**src/rtl/axil_arb_pkg.sv**
```systemverilog
// Shared types and constants for the AXI-Lite write arbiter.
package axil_arb_pkg;

  typedef enum logic [2:0] {
    ST_IDLE   = 3'd0,
    ST_ACCEPT = 3'd1,
    ST_ISSUE  = 3'd2,
    ST_RESP   = 3'd3,
    ST_SRESP  = 3'd4
  } arb_state_t;

  localparam logic [1:0] OKAY   = 2'b00;
  localparam logic [1:0] SLVERR = 2'b10;

  // Grant index width for the supported 2..4 requester range.
  function automatic int idx_width(input int n);
    return (n > 2) ? 2 : 1;
  endfunction

endpackage

```
**src/rtl/rr_arbiter.sv**
```systemverilog
// Round-robin selector: the search starts one past the last granted port.
module rr_arbiter #(
  parameter int S_COUNT = 2,
  parameter int IDX_W   = 1
) (
  input  logic [S_COUNT-1:0] i_req,
  input  logic [IDX_W-1:0]   i_last_grant,
  output logic [S_COUNT-1:0] o_grant,
  output logic [IDX_W-1:0]   o_grant_idx
);

  logic             w_found;
  logic [IDX_W-1:0] w_idx;

  always_comb begin
    o_grant     = '0;
    o_grant_idx = '0;
    w_found     = 1'b0;
    w_idx       = '0;
    for (int off = 1; off <= S_COUNT; off++) begin
      w_idx = IDX_W'((int'(i_last_grant) + off) % S_COUNT);
      if (!w_found && i_req[w_idx]) begin
        w_found        = 1'b1;
        o_grant[w_idx] = 1'b1;
        o_grant_idx    = w_idx;
      end
    end
  end

endmodule

```
**src/rtl/axil_wr_arb.sv**
```systemverilog
// S_COUNT-to-1 AXI-Lite write arbiter with a single outstanding write.
//   state  | meaning
//   IDLE   | wait for any port with both AW and W valid, pick round-robin
//   ACCEPT | one-cycle AW/W handshake with the granted port, latch payload
//   ISSUE  | drive AW and W on the master port until both handshakes finish
//   RESP   | wait for master B response
//   SRESP  | forward B response to the granted port
module axil_wr_arb
  import axil_arb_pkg::*;
#(
  parameter int S_COUNT    = 2,
  parameter int DATA_WIDTH = 32,
  parameter int ADDR_WIDTH = 32,
  parameter int STRB_WIDTH = DATA_WIDTH / 8
) (
  input  logic                           clk,
  input  logic                           rst_n,
  input  logic [S_COUNT*ADDR_WIDTH-1:0]  s_axil_awaddr,
  input  logic [S_COUNT*3-1:0]           s_axil_awprot,
  input  logic [S_COUNT-1:0]             s_axil_awvalid,
  output logic [S_COUNT-1:0]             s_axil_awready,
  input  logic [S_COUNT*DATA_WIDTH-1:0]  s_axil_wdata,
  input  logic [S_COUNT*STRB_WIDTH-1:0]  s_axil_wstrb,
  input  logic [S_COUNT-1:0]             s_axil_wvalid,
  output logic [S_COUNT-1:0]             s_axil_wready,
  output logic [S_COUNT*2-1:0]           s_axil_bresp,
  output logic [S_COUNT-1:0]             s_axil_bvalid,
  input  logic [S_COUNT-1:0]             s_axil_bready,
  output logic [ADDR_WIDTH-1:0]          m_axil_awaddr,
  output logic [2:0]                     m_axil_awprot,
  output logic                           m_axil_awvalid,
  input  logic                           m_axil_awready,
  output logic [DATA_WIDTH-1:0]          m_axil_wdata,
  output logic [STRB_WIDTH-1:0]          m_axil_wstrb,
  output logic                           m_axil_wvalid,
  input  logic                           m_axil_wready,
  input  logic [1:0]                     m_axil_bresp,
  input  logic                           m_axil_bvalid,
  output logic                           m_axil_bready
);

  localparam int IDX_W = idx_width(S_COUNT);

  arb_state_t r_state, w_state_nxt;

  logic [S_COUNT-1:0]    w_req;
  logic [S_COUNT-1:0]    w_arb_oh;
  logic [IDX_W-1:0]      w_arb_idx;
  logic                  w_aw_done;
  logic                  w_w_done;
  logic                  w_s_bhs;

  logic [IDX_W-1:0]      r_grant;
  logic [S_COUNT-1:0]    r_grant_oh;
  logic [IDX_W-1:0]      r_last_grant;
  logic                  r_m_awvalid;
  logic                  r_m_wvalid;
  logic [1:0]            r_bresp;
  logic [ADDR_WIDTH-1:0] r_awaddr;
  logic [2:0]            r_awprot;
  logic [DATA_WIDTH-1:0] r_wdata;
  logic [STRB_WIDTH-1:0] r_wstrb;

  assign w_req     = s_axil_awvalid & s_axil_wvalid;
  assign w_aw_done = !r_m_awvalid || m_axil_awready;
  assign w_w_done  = !r_m_wvalid || m_axil_wready;
  assign w_s_bhs   = |(s_axil_bready & r_grant_oh);

  rr_arbiter #(
    .S_COUNT (S_COUNT),
    .IDX_W   (IDX_W)
  ) u_rr_arbiter (
    .i_req        (w_req),
    .i_last_grant (r_last_grant),
    .o_grant      (w_arb_oh),
    .o_grant_idx  (w_arb_idx)
  );

  always_ff @(posedge clk or negedge rst_n) begin
    if (!rst_n) r_state <= ST_IDLE;
    else        r_state <= w_state_nxt;
  end

  always_comb begin
    w_state_nxt    = r_state;
    s_axil_awready = '0;
    s_axil_wready  = '0;
    s_axil_bvalid  = '0;
    s_axil_bresp   = '0;
    m_axil_bready  = 1'b0;
    case (r_state)
      ST_IDLE: begin
        if (|w_req) w_state_nxt = ST_ACCEPT;
      end
      ST_ACCEPT: begin
        s_axil_awready = r_grant_oh;
        s_axil_wready  = r_grant_oh;
        w_state_nxt    = ST_ISSUE;
      end
      ST_ISSUE: begin
        if (w_aw_done && w_w_done) w_state_nxt = ST_RESP;
      end
      ST_RESP: begin
        m_axil_bready = 1'b1;
        if (m_axil_bvalid) w_state_nxt = ST_SRESP;
      end
      ST_SRESP: begin
        s_axil_bvalid = r_grant_oh;
        for (int i = 0; i < S_COUNT; i++) begin
          if (r_grant_oh[i]) s_axil_bresp[2*i +: 2] = r_bresp;
        end
        if (w_s_bhs) w_state_nxt = ST_IDLE;
      end
      default: w_state_nxt = ST_IDLE;
    endcase
  end

  always_ff @(posedge clk or negedge rst_n) begin
    if (!rst_n) begin
      r_grant      <= '0;
      r_grant_oh   <= '0;
      r_last_grant <= IDX_W'(S_COUNT - 1);
      r_m_awvalid  <= 1'b0;
      r_m_wvalid   <= 1'b0;
      r_bresp      <= OKAY;
    end else begin
      case (r_state)
        ST_IDLE: begin
          if (|w_req) begin
            r_grant    <= w_arb_idx;
            r_grant_oh <= w_arb_oh;
          end
        end
        ST_ACCEPT: begin
          r_m_awvalid <= 1'b1;
          r_m_wvalid  <= 1'b1;
        end
        ST_ISSUE: begin
          if (m_axil_awready) r_m_awvalid <= 1'b0;
          if (m_axil_wready)  r_m_wvalid  <= 1'b0;
        end
        ST_RESP: begin
          if (m_axil_bvalid) r_bresp <= m_axil_bresp;
        end
        ST_SRESP: begin
          if (w_s_bhs) r_last_grant <= r_grant;
        end
        default: ;
      endcase
    end
  end

  // Payload is only observed while the master valids are set, so no reset.
  always_ff @(posedge clk) begin
    if (r_state == ST_ACCEPT) begin
      r_awaddr <= s_axil_awaddr[int'(r_grant)*ADDR_WIDTH +: ADDR_WIDTH];
      r_awprot <= s_axil_awprot[int'(r_grant)*3 +: 3];
      r_wdata  <= s_axil_wdata[int'(r_grant)*DATA_WIDTH +: DATA_WIDTH];
      r_wstrb  <= s_axil_wstrb[int'(r_grant)*STRB_WIDTH +: STRB_WIDTH];
    end
  end

  assign m_axil_awaddr  = r_awaddr;
  assign m_axil_awprot  = r_awprot;
  assign m_axil_awvalid = r_m_awvalid;
  assign m_axil_wdata   = r_wdata;
  assign m_axil_wstrb   = r_wstrb;
  assign m_axil_wvalid  = r_m_wvalid;

endmodule

```
**config.mk**
```make
export PLATFORM = sky130hd
export DESIGN_NAME = axil_wr_arb
export DESIGN_NICKNAME = d
export VERILOG_FILES = /design/src/rtl/axil_arb_pkg.sv /design/src/rtl/rr_arbiter.sv /design/src/rtl/axil_wr_arb.sv
export SDC_FILE = /design/constraint.sdc
export NUM_CORES = 1
export LEC_CHECK = 0
export CELL_PAD_IN_SITES_DETAIL_PLACEMENT = 1
export CELL_PAD_IN_SITES_GLOBAL_PLACEMENT = 2
export CORE_MARGIN = 2
export CORE_UTILIZATION = 20
export DETAILED_ROUTE_END_ITERATION = 8
export MAX_ROUTING_LAYER = met4
export PLACE_DENSITY_LB_ADDON = 0.1
export SYNTH_ARGS = -nofsm -noshare
export SYNTH_HDL_FRONTEND = slang
export SYNTH_SLANG_ARGS = --single-unit
```
**constraint.sdc**
```tcl
create_clock -name clk -period 8.28 [get_ports clk]
set_clock_uncertainty 0.2 [all_clocks]
set_input_delay 1.242 -clock clk [delete_from_list [all_inputs] [get_ports clk]]
set_output_delay 1.242 -clock clk [all_outputs]
set_load 0.02 [all_outputs]
```
Yosys cells after proc, flatten, opt, wreduce, memory -nomap -nowiden. Cells that the tools add are included.

Multiply operators: 1. Divide/modulo/power cells: 0. Reduce and logical (&&, ||, !) cells: 19. Equality and inequality tests: 10. Bitwise logic cells: 3. Add/subtract/negate cells: 2. Mux-type cells: 28. Shift operators: 4. Order comparisons: 4.

Operator list (count): 64-bit by 7-bit indexed part select with 32-bit output (2); 3-bit case mux with 5 select lines (1); 1-bit two-way mux (12); 2-bit two-way mux (6); 3-bit two-way mux (4); 2-bit inequality test, second input constant (6); 2-bit AND reduction (5); 8-bit by 4-bit indexed part select with 4-bit output (1); 3-bit by 2-bit equality test with 1-bit output, second input constant (2); 6-bit by 4-bit indexed part select with 3-bit output (1); 2-bit bitwise AND (2); 1-bit logical AND (4); 1-bit by 2-bit < comparator with 1-bit output, second input constant (2); 4-bit two-way mux (1); 1-bit case mux with 2 select lines (2); 4-bit AND reduction (1); 2-bit OR reduction (2); 3-bit by 1-bit equality test with 1-bit output, second input constant (1); 3-bit equality test, second input constant (1); 1-bit logical NOT (3); 3-bit logical NOT (1); 1-bit by 2-bit multiplier with 3-bit output, second input constant (1); 1-bit adder, second input constant (2); 1-bit demux with 1-bit select (2); other kinds (4) (6).

Register bits after elaboration: 82. Output and inout bits: 84. Bits in read-only memories: 0. Memory bits (writable): 0. Word-level logic and storage cells: 82. Input bits: 155. Bits in latches: 0. Memories: 0.

Logic depth before layout (Yosys ltp).
Depth after elaboration: 8. Depth in mapped cells: 4. Gate-level depth less buffers: 3.

Cells and area by module. From an unflattened synthesis, not the netlist that was laid out.

Cell total of the unflattened synthesis: 210. Area total of the unflattened synthesis: 3580.9 µm².

Modules (own cells, without submodules): axil_wr_arb (instances 1, cells each 206, area each 3554.7 µm², sequential area each 2408.6 µm²); rr_arbiter (instances 1, cells each 4, area each 26.3 µm², sequential area each 0.0 µm²).

Worst setup path before layout. OpenSTA, ideal clock, no wires.

Kind: reg-to-output. Start: reg r_state[2]. End: out s_axil_wready[0]. Path slack: 0.131 ns. Buffers on the path: 2. Stages on the path, launching flop included: 5. Data arrival time: 6.707 ns. Cell sequence: dfrtp_1 > clkbuf_1 > nor3b_1 > and2_1 > buf_4.

Cells in the longest elaborated chain, start to end: 2.

RTL lines: from (decl) (RTL line axil_wr_arb.sv:44) `arb_state_t r_state, w_state_nxt;`; from (signal assigned) (RTL line axil_wr_arb.sv:81) `else r_state <= w_state_nxt;`; 3-bit by 1-bit equality test with 1-bit output; 2-bit two-way mux; to (decl) (RTL line axil_wr_arb.sv:25) `output logic [S_COUNT-1:0] s_axil_wready,`.

No other way between the ends.

Worst setup path in the final report.
Start: reg r_state[2]. End: out s_axil_bresp[0].

Cells in the longest elaborated chain, start to end: 2.

RTL lines: 3-bit equality test (RTL line axil_wr_arb.sv:91) `case (r_state)`; 4-bit two-way mux (RTL line axil_wr_arb.sv:91); to (decl) (RTL line axil_wr_arb.sv:26) `output logic [S_COUNT*2-1:0] s_axil_bresp,`.

No other way between the ends.

==> impl_metrics.json <==
{
  "finalHoldViolations": 0,
  "grt_pass1_vias": 2944,
  "slew_violations": 0,
  "min_period_over_period": 0.4230,
  "die_w_um": 138.3,
  "coreArea_sq_mm": 0.01784,
  "dieArea_sq_mm": 0.01911,
  "start_util": 0.2020,
  "placed_cell_area_sq_mm": 0.006217,
  "wl_met2_um": 5700,
  "htreeDepth": 3,
  "syn_area_per_cell_sq_um": 16.54,
  "grt_max_degree": 74,
  "numCtsBuffers": 9,
  "hold_buffers": 0,
  "synth_seq_cells": 82,
  "vias_per_cell": 4.032,
  "dp_hpwl_um": 8685,
  "grt_pass1_wl_um": 18200,
  "yosys.area.top_type": "edfxtp_1",
  "fin_hold_ws_ps": 340.3,
  "setup_slack_ps": 4778,
  "wl_met1_um": 5003,
  "synth.distinct_cells": 29,
  "nets": 609,
  "slew_headroom": 0.2895,
  "cts_resized": 0,
  "layout_min_cycle_time_ps": 3502,
  "status": "completed",
  "syn_area_sq_mm": 0.003605,
  "path_clk_slew_ps": 60,
  "wl_um": 11700,
  "areaGrowthSynthToFinish_pct": 80.67,
  "clock_sinks": 82,
  "synthTopCellsByArea": "edfxtp_1, mux2_2, dfrtp_1",
  "rsz0062_at_grt": "no",
  "yosys-top-cells-count": "mux2_2, edfxtp_1, buf_2, dfrtp_1, nor2_1",
  "fmax_mhz": 285.5,
  "wl_met3_um": 729,
  "fin_area_sq_mm": 0.006513,
  "portBuffers": 238,
  "syn-num-nets": 373,
  "cp-end-kind": "output port",
  "gp_congestion": 0.7146,
  "ys_warn_count": 0,
  "clockBufferDepth": 2,
  "power.leakage_nw": 2.264,
  "required_ps": 6840,
  "drt_iter0_markers": 77,
  "synth_top_area_frac": 0.5915,
  "ys.flop_type": "edfxtp_1",
  "wl_per_cell_um": 16.98,
  "crit_fanout": 12,
  "critPathKind": "flop to output port",
  "via_count": 2778,
  "synth_edf_count": 71,
  "die_h_um": 138.3,
  "grt-ovfl-total": 0,
  "tightest_slew_ps": 1066,
  "min_path_type": "flop to flop",
  "p_per_area_mw_per_mm2": 283.5,
  "antenna_found_initial": 1,
  "cts_setup_buffers": 0,
  "fin_tns_setup_ps": 0,
  "cts_root_buffer": "clkbuf_16",
  "gr-usage-all-layers": 0.1294,
  "drc": 0,
  "num_io_pins": 239,
  "maxCapViolations": 0,
  "dpl_worst_slack_ps": 5107,
  "yosysMostFrequentCell": "mux2_2",
  "clk_latency_ps": 330,
  "critPathLaunchType": "flop",
  "drt_pass1_iterations": 4,
  "highest_layer": "met4",
  "drive_gt1_frac": 0.2026,
  "report.final.setup_viol": 0,
  "seq_area_frac_synth": 0.6682,
  "synthCells": 218,
  "ant_nets": 0,
  "rows": 49,
  "ir_worst_vdd_v": 0.0001904,
  "fin_util": 0.3650,
  "cp_data_arrival_time_ps": 2060,
  "cts_tree": "built",
  "ys_async_sr_fraction": 0.1341
}
flip-flops by register name, indices dropped and copies added (netlist names):
register and count:
m_axil_awaddr 32, m_axil_wdata 32, m_axil_wvalid 1, r_last_grant 1
r_bresp 2, r_grant_oh 2, m_axil_awvalid 1, m_axil_wstrb 4
r_state 3, r_grant 1, m_axil_awprot 3
layer usage:
| layer | up-vias | track usage |
|---|---|---|
| met4 | 0 | 0.05263 |
| met2 | 138 | 0.2056 |
| met1 | 1312 | 0.1554 |
| met3 | 16 | 0.03672 |
| li1 | 1312 | - |
| met5 | - | - |
final cells by class:
cell class | instances | area, sq um
clock buffer | 9 | 225.2
tap | 229 | 286.5
fill | 1871 | 11330
sequential | 82 | 2412
clock inverter | 7 | 67.56
inverter | 1 | 3.754
timing repair buffer | 239 | 2390
antenna | 1 | 2.502
multi-input combinational | 121 | 1125
kinds of logic (layout without fill, tap and decap cells):
logic type,Yosys count,count (layout),share of synthesized area
AO/OA/AOI/OAI,11,11,0.02187
other,0,1,0
buffers and inverters,15,256,0.02117
multiplexers,74,74,0.2312
flip-flops,82,82,0.6682
AND/OR/NAND/NOR,36,36,0.05762
power by group:
group	leakage, nW	internal (mW)	switching (mW)
Clock	0.141	0.233	0.172
Sequential	0.784	0.625	0.130
Combinational	1.34	0.392	0.294
Total	2.26	1.25	0.596
worst paths after layout:
kind | start | end | slack [ps] | cells past startpoint
max in group asynchronous | rst_n | r_grant$_DFFE_PN0P_ | 6440 | 1
min in group asynchronous | rst_n | r_grant_oh[1]$_DFFE_PN0P_ | 1050 | 1
worst max register to register | r_state[0]$_DFFE_PN0P_ | m_axil_awaddr[3]$_DFFE_PP_ | 5980 | 2
worst min-delay path | r_bresp[1]$_DFFE_PN0P_ | r_bresp[1]$_DFFE_PN0P_ | 340 | 1
worst max-delay path | r_state[2]$_DFFE_PN0P_ | s_axil_bresp[0] | 4780 | 3
worst min register to register | r_bresp[1]$_DFFE_PN0P_ | r_bresp[1]$_DFFE_PN0P_ | 340 | 1
stage by stage:
stage               cells  power (mW)
global route          689       1.958
global placement      672       1.461
finish                689       1.846
detailed placement    672       1.473
floorplan             218       1.142
CTS                   688       1.894
critical path, cell delays in order, from the launching register on:
cell             delay (ps)
dfrtp_1                 530
nor3b_2                 390
and3_1                  210
clkdlybuf4s50_1         600
placed cells by master (no fill, tap or decap), drive strengths merged, types with 2 or more instances in the layout:
cell type and instances:
nand2b 2, clkbuf 9, nor3 3, edfxtp 71, nand2 4, o21ai 2
nor3b 2, and3 5, dfrtp 10, clkinv 3, nand4b 2, clkdlybuf4s50 238
a21oi 2, mux2 74, and2 4, inv 3, nand3b 3, nor2 9
(Power assumes the default switching activity.)
